## config.mk

```make
export PLATFORM = sky130hd
export DESIGN_NAME = nn_layer_sequencer
export DESIGN_NICKNAME = d
export VERILOG_FILES = /design/src/rtl/nn_pkg.sv /design/src/rtl/nn_act_sat.sv /design/src/rtl/nn_layer_sequencer.sv
export SDC_FILE = /design/constraint.sdc
export NUM_CORES = 1
export LEC_CHECK = 0
export BUFFER_PORTS_ARGS = -buffer_cell sky130_fd_sc_hd__buf_4
export CAP_MARGIN = 40
export CELL_PAD_IN_SITES_DETAIL_PLACEMENT = 1
export CELL_PAD_IN_SITES_GLOBAL_PLACEMENT = 2
export CORE_ASPECT_RATIO = 1.4
export CORE_UTILIZATION = 37
export CTS_CLUSTER_DIAMETER = 80
export DETAILED_ROUTE_END_ITERATION = 8
export PLACE_DENSITY = 0.91
export SYNTH_ARGS = -nofsm -noshare
export SYNTH_HDL_FRONTEND = slang
export SYNTH_SLANG_ARGS = --single-unit
```

## constraint.sdc

```tcl
create_clock -name clk -period 10.9 [get_ports clk]
set_input_delay 0.545 -clock clk [delete_from_list [all_inputs] [get_ports clk]]
set_output_delay 0.545 -clock clk [all_outputs]
set_load 0.02 [all_outputs]
```

## src/rtl/nn_pkg.sv

```systemverilog
// Shared types and constants for the 32->8->2 layer sequencer: FSM state
// encoding, default layer geometry and weight-store base addresses.
package nn_pkg;

    localparam int NN_WIDTH      = 32;
    localparam int NN_WIDTH_W    = 9;
    localparam int NN_LENGHT_I   = 32;
    localparam int NN_LENGHT_MID = 8;
    localparam int NN_LENGHT_O   = 2;

    typedef enum logic [2:0] {
        IDLE   = 3'd0,
        L1_CLR = 3'd1,
        L1_MAC = 3'd2,
        L1_WB  = 3'd3,
        L2_CLR = 3'd4,
        L2_MAC = 3'd5,
        L2_WB  = 3'd6,
        DONE   = 3'd7
    } nn_state_t;

    // Weight store layout: layer-1 matrix, layer-2 matrix, then one bias per neuron.
    function automatic int l2_w_base_of(input int li, input int lm);
        return li * lm;
    endfunction

    function automatic int bias_base_of(input int li, input int lm, input int lo);
        return li * lm + lm * lo;
    endfunction

    localparam int L2_W_BASE = l2_w_base_of(NN_LENGHT_I, NN_LENGHT_MID);
    localparam int BIAS_BASE = bias_base_of(NN_LENGHT_I, NN_LENGHT_MID, NN_LENGHT_O);

endpackage

```

## src/rtl/nn_act_sat.sv

```systemverilog
// Combinational saturator from the MAC accumulator width down to the data
// width; RELU=1 additionally clamps negative values to zero.
module nn_act_sat #(
    parameter int ACC_W = 47,
    parameter int WIDTH = 32,
    parameter bit RELU  = 1'b0
) (
    input  logic [ACC_W-1:0] acc,
    output logic [WIDTH-1:0] result
);

    localparam logic [WIDTH-1:0] MAX_V = {1'b0, {(WIDTH-1){1'b1}}};
    localparam logic [WIDTH-1:0] MIN_V = {1'b1, {(WIDTH-1){1'b0}}};

    logic neg;
    logic hi_zeros;
    logic hi_ones;

    // The value fits when every bit above the target sign bit matches the sign.
    assign neg      = acc[ACC_W-1];
    assign hi_zeros = ~|acc[ACC_W-2:WIDTH-1];
    assign hi_ones  = &acc[ACC_W-2:WIDTH-1];

    always_comb begin
        if (!neg) begin
            result = hi_zeros ? acc[WIDTH-1:0] : MAX_V;
        end else if (RELU) begin
            result = '0;
        end else begin
            result = hi_ones ? acc[WIDTH-1:0] : MIN_V;
        end
    end

endmodule

```

## src/rtl/nn_layer_sequencer.sv

```systemverilog
// Walks the hidden and output layers on the shared MAC, keeping hidden
// activations locally. Define NN_SEQ_BIAS_EN to preload each neuron's bias.
module nn_layer_sequencer
    import nn_pkg::*;
#(
    parameter int WIDTH      = NN_WIDTH,
    parameter int WIDTH_W    = NN_WIDTH_W,
    parameter int LENGHT_I   = NN_LENGHT_I,
    parameter int LENGHT_MID = NN_LENGHT_MID,
    parameter int LENGHT_O   = NN_LENGHT_O,
    parameter int WIDTH_ADDR = $clog2(LENGHT_I*LENGHT_MID+LENGHT_MID*LENGHT_O+LENGHT_I+LENGHT_O+3),
    parameter int ACC_W      = WIDTH + WIDTH_W + 6
) (
    input  logic                        clk,
    input  logic                        reset,
    input  logic                        start,
    output logic                        busy,
    output logic                        done,
    output logic [WIDTH_ADDR-1:0]       w_addr,
    input  logic [WIDTH_W-1:0]          w_data,
    output logic [$clog2(LENGHT_I)-1:0] x_addr,
    input  logic [WIDTH-1:0]            x_data,
    output logic                        mac_clr,
    output logic                        mac_en,
    output logic [WIDTH-1:0]            mac_a,
    output logic [WIDTH_W-1:0]          mac_b,
    input  logic [ACC_W-1:0]            mac_acc,
    output logic                        o_we,
    output logic [$clog2(LENGHT_O)-1:0] o_addr,
    output logic [WIDTH-1:0]            o_data
);

    localparam int K_W     = $clog2(LENGHT_I);
    localparam int J_W     = $clog2(LENGHT_MID);
    localparam int O_W     = $clog2(LENGHT_O);
    localparam int L2_BASE = l2_w_base_of(LENGHT_I, LENGHT_MID);

    nn_state_t      state;
    nn_state_t      state_next;
    logic [J_W-1:0] j;
    logic [J_W-1:0] j_next;
    logic [K_W-1:0] k;
    logic [K_W-1:0] k_next;

    logic [WIDTH-1:0]      hid [LENGHT_MID];
    logic [WIDTH-1:0]      hid_val;
    logic [WIDTH-1:0]      out_val;
    logic [WIDTH_ADDR-1:0] l1_addr;
    logic [WIDTH_ADDR-1:0] l2_addr;

    assign l1_addr = WIDTH_ADDR'(32'(j) * LENGHT_I + 32'(k));
    assign l2_addr = WIDTH_ADDR'(L2_BASE + 32'(j) * LENGHT_MID + 32'(k));

`ifdef NN_SEQ_BIAS_EN
    localparam int B_BASE = bias_base_of(LENGHT_I, LENGHT_MID, LENGHT_O);

    logic [WIDTH_ADDR-1:0] b1_addr;
    logic [WIDTH_ADDR-1:0] b2_addr;

    assign b1_addr = WIDTH_ADDR'(B_BASE + 32'(j));
    assign b2_addr = WIDTH_ADDR'(B_BASE + LENGHT_MID + 32'(j));
`endif

    nn_act_sat #(.ACC_W(ACC_W), .WIDTH(WIDTH), .RELU(1'b1)) u_relu_sat (
        .acc    (mac_acc),
        .result (hid_val)
    );

    nn_act_sat #(.ACC_W(ACC_W), .WIDTH(WIDTH), .RELU(1'b0)) u_out_sat (
        .acc    (mac_acc),
        .result (out_val)
    );

    always_ff @(posedge clk or posedge reset) begin
        if (reset) begin
            state <= IDLE;
            j     <= '0;
            k     <= '0;
            for (int i = 0; i < LENGHT_MID; i++) begin
                hid[i] <= '0;
            end
        end else begin
            state <= state_next;
            j     <= j_next;
            k     <= k_next;
            if (state == L1_WB) begin
                hid[j] <= hid_val;
            end
        end
    end

    always_comb begin
        state_next = state;
        j_next     = j;
        k_next     = k;
        case (state)
            IDLE: begin
                if (start) begin
                    j_next     = '0;
                    state_next = L1_CLR;
                end
            end
            L1_CLR: begin
                k_next     = '0;
                state_next = L1_MAC;
            end
            L1_MAC: begin
                if (k == K_W'(LENGHT_I - 1)) begin
                    state_next = L1_WB;
                end else begin
                    k_next = k + 1'b1;
                end
            end
            L1_WB: begin
                if (j == J_W'(LENGHT_MID - 1)) begin
                    j_next     = '0;
                    state_next = L2_CLR;
                end else begin
                    j_next     = j + 1'b1;
                    state_next = L1_CLR;
                end
            end
            L2_CLR: begin
                k_next     = '0;
                state_next = L2_MAC;
            end
            L2_MAC: begin
                if (k == K_W'(LENGHT_MID - 1)) begin
                    state_next = L2_WB;
                end else begin
                    k_next = k + 1'b1;
                end
            end
            L2_WB: begin
                if (j == J_W'(LENGHT_O - 1)) begin
                    j_next     = '0;
                    state_next = DONE;
                end else begin
                    j_next     = j + 1'b1;
                    state_next = L2_CLR;
                end
            end
            DONE: begin
                state_next = IDLE;
            end
            default: begin
                state_next = IDLE;
            end
        endcase
    end

    // Every output is zero unless the current state drives it.
    always_comb begin
        busy    = (state != IDLE);
        done    = 1'b0;
        w_addr  = '0;
        x_addr  = '0;
        mac_clr = 1'b0;
        mac_en  = 1'b0;
        mac_a   = '0;
        mac_b   = '0;
        o_we    = 1'b0;
        o_addr  = '0;
        o_data  = '0;
        case (state)
            L1_CLR, L2_CLR: begin
                mac_clr = 1'b1;
`ifdef NN_SEQ_BIAS_EN
                mac_en  = 1'b1;
                mac_a   = WIDTH'(1);
                mac_b   = w_data;
                w_addr  = (state == L1_CLR) ? b1_addr : b2_addr;
`endif
            end
            L1_MAC: begin
                mac_en = 1'b1;
                x_addr = k;
                mac_a  = x_data;
                w_addr = l1_addr;
                mac_b  = w_data;
            end
            L2_MAC: begin
                mac_en = 1'b1;
                mac_a  = hid[k[J_W-1:0]];
                w_addr = l2_addr;
                mac_b  = w_data;
            end
            L2_WB: begin
                o_we   = 1'b1;
                o_addr = j[O_W-1:0];
                o_data = out_val;
            end
            DONE: begin
                done = 1'b1;
            end
            default: begin
            end
        endcase
    end

endmodule

```

==> results.cfg <==
[timing]
tns_ns = 0
slew_violations = 0
fin_crit_sh = 0.353
max_freq_mhz = 260
rsz0062_at_grt = no
finClkSkew_ns = 0.0207
hold_viol = 0
relSlewSlack = 0.465
finalCriticalPeriod_ns = 3.85
worstMarginPinSlew_ns = 0.798
finalSetupViolations = 0

[setup_path]
cp_slowest_cell = dfrtp_4
cp-end-kind = output port
worstPathRequired_ns = 10.36
worstSetupStartpointType = flip-flop
cp_data_arrival_time_ns = 3.30
worst_path_most_repeated_cell = buf_4
path_cells = buf_4 > buf_16 > mux4_2 > nor2_1 > o31ai_1 > buf_4
crit_type = flip-flop to output port
path_max_fanout = 42
reg2reg_slack_ns = 7.82
max_stage_delay_ns = 0.82

[global_routing]
gr-usage-all-layers = 0.252
grt_pass1_wl_microns = 69200
antenna_found_initial = 0
grt_start_max_net_pins = 108
grt_pass1_vias = 11700
gr-total-overflow = 0

[detailed_routing]
drc = 0
avgRoutedWirePerCell_microns = 23.1
firstDrtPassIters = 5
drt_iter0_drc = 527
vias = 10800
wl_microns = 44200
avgViaCountPerCell = 5.62
drt.antenna.violating_nets = 0

[job]
maxCapViolCount = 0

[floorplan]
io_pins = 184
rows = 80
initial_core_util = 0.378
fp.dieH_microns = 223
die_w_microns = 160
die_area_sq_mm = 0.0357
core-area_sq_mm = 0.0342

[placed_design]
dp_hpwl_microns = 28000
port_buffers = 183
gp_congestion = 0.795
place_area_sq_mm = 0.0149

[clock_tree]
ctsHoldBuffers = 0
cts_root_buf = clkbuf_16
insertion_delay_ns = 0.56
postCtsSetupBuffers = 0
clock_path_buffers = 3
cts_tree = built
clkSinkCount = 267
cts_resized = 0
h-tree-depth = 1
cts.clk_slew.worst_paths_ns = 0.07
numCtsBuffers = 27

[power]
power_density_mw_per_mm2 = 274
vdd_drop_max_mv = 0.137
finalPower_mw = 4.33
leakage_nw = 7.26

[min_path]
hold_class = input port to async pin

[synthesis]
synth-main-ff-cell = dfrtp_1
synthArstFlopShare = 1.00
ys_warn_count = 0
syn_avg_cell_area_sq_um = 9.97
synth.cell_area_sq_mm = 0.0129
ys_seq_elements = 267
synth_cell_types = 58
ys_seq_area_frac = 0.516
netlist_instances = 1297
syn_nets = 1397
synth-edff-count = 0

[final_layout]
utilization = 0.461
fin_area_sq_mm = 0.0158
fill_cells = 3829
diodes = 0
area_delta_synth_final_pct = 22.0
drive_gt1_frac = 0.281
nets = 1545

[run_status]
status = completed
-- worst max-delay path, delay by kind of cell (launching register included) --
| family | cells | cell delay, ns |
|---|---|---|
| buffers and inverters | 3 | 0.98 |
| DFF | 1 | 0.82 |
| muxes | 1 | 0.53 |
| and+or+nand+nor | 1 | 0.21 |
| AOI/OAI and AO/OA | 1 | 0.11 |
-- metrics by stage --
stage	setup slack (ns)	instances	hold slack [ns]
after floorplan	3.00	1297	0.444
after global placement	7.44	1855	0.455
after detailed placement	7.47	1867	0.466
after CTS	7.03	1915	0.159
after global routing	6.92	1915	0.178
final	7.05	1915	0.110
-- registers in the layout, summed over array words and instances, names as in the netlist --
signal,count
hid,256
state,3
j,3
k,5
-- Yosys cell counts (3+ instances only) --
master / count / share of area
o21a_1: 31 / 0.018
nor2b_1: 24 / 0.012
or2_1: 8 / 0.0039
and2_1: 24 / 0.012
clkbuf_1: 52 / 0.015
dfrtp_1: 267 / 0.52
a21oi_1: 10 / 0.0039
nor4_1: 3 / 0.0015
o21ai_0: 154 / 0.060
inv_1: 9 / 0.0026
nor3_1: 3 / 0.0012
buf_2: 28 / 0.011
o31ai_1: 32 / 0.019
mux4_2: 32 / 0.056
clkbuf_2: 6 / 0.0023
nor2_2: 30 / 0.015
nor2_1: 19 / 0.0055
nand4_1: 4 / 0.0019
mux2_2: 65 / 0.057
o22ai_1: 36 / 0.017
o21ai_1: 96 / 0.037
nand2b_1: 8 / 0.0039
nand2_1: 297 / 0.086
buf_6: 3 / 0.0026
buf_4: 6 / 0.0035
ha_1: 8 / 0.0077
-- layer usage --
layer,track usage,vias up,part of all wire
li1,-,4806,-
met1,0.310,5565,0.40
met2,0.449,314,0.52
met3,0.0327,72,0.050
met4,0.0925,0,0.031
met5,0,-,0
-- layout by cell type, fill, tap and decap left out, types with 10 or more instances in the layout --
cell,n
a21oi_1,10
and2_1,24
buf_4,204
clkbuf_16,27
dfrtp_1,264
mux2_2,65
mux4_2,32
nand2_1,293
nor2_1,19
nor2_2,30
nor2b_1,24
o21a_1,31
o21ai_0,154
o21ai_1,96
o22ai_1,36
o31ai_1,32
-- cell type report --
| cell class | instances | area [sq um] | share of cell area |
|---|---|---|---|
| clock inverter | 8 | 72.6 | 0.00460 |
| clock buffer | 40 | 795 | 0.0503 |
| sequential | 267 | 6690 | 0.424 |
| timing repair buffer | 216 | 1830 | 0.116 |
| tap | 451 | 564 | 0.0358 |
| multi-input combinational | 924 | 5790 | 0.367 |
| inverter | 9 | 41.3 | 0.00262 |
-- final timing paths --
path	from	end	cells after the start
min in group clk	mac_acc[6]	hid[38]	3
worst min-delay path	reset	hid[239]	2
max in group asynchronous	reset	hid[0]	4
worst min register to register	hid[124]	hid[124]	2
worst max register to register	state[2]	hid[66]	6
worst max-delay path	k[0]	mac_a[12]	6
-- logic make-up after synthesis --
| group | share of synthesized area |
|---|---|
| AO/OA/AOI/OAI | 0.166 |
| adder cells (fa/ha/maj) | 0.00929 |
| buffers and inverters | 0.0375 |
| flip-flops | 0.516 |
| AND/OR/NAND/NOR | 0.156 |
| XOR/XNOR | 0.00135 |
| multiplexers | 0.114 |
-- report_power, final --
part,internal [mW],leakage [nW],total [mW],switching [mW]
sequential,1.43,2.92,1.74,0.309
clock,0.527,0.433,0.923,0.396
combinational,0.766,3.91,1.66,0.897
total,2.72,7.26,4.33,1.60
No activity file was read; power rests on OpenSTA's default activity.
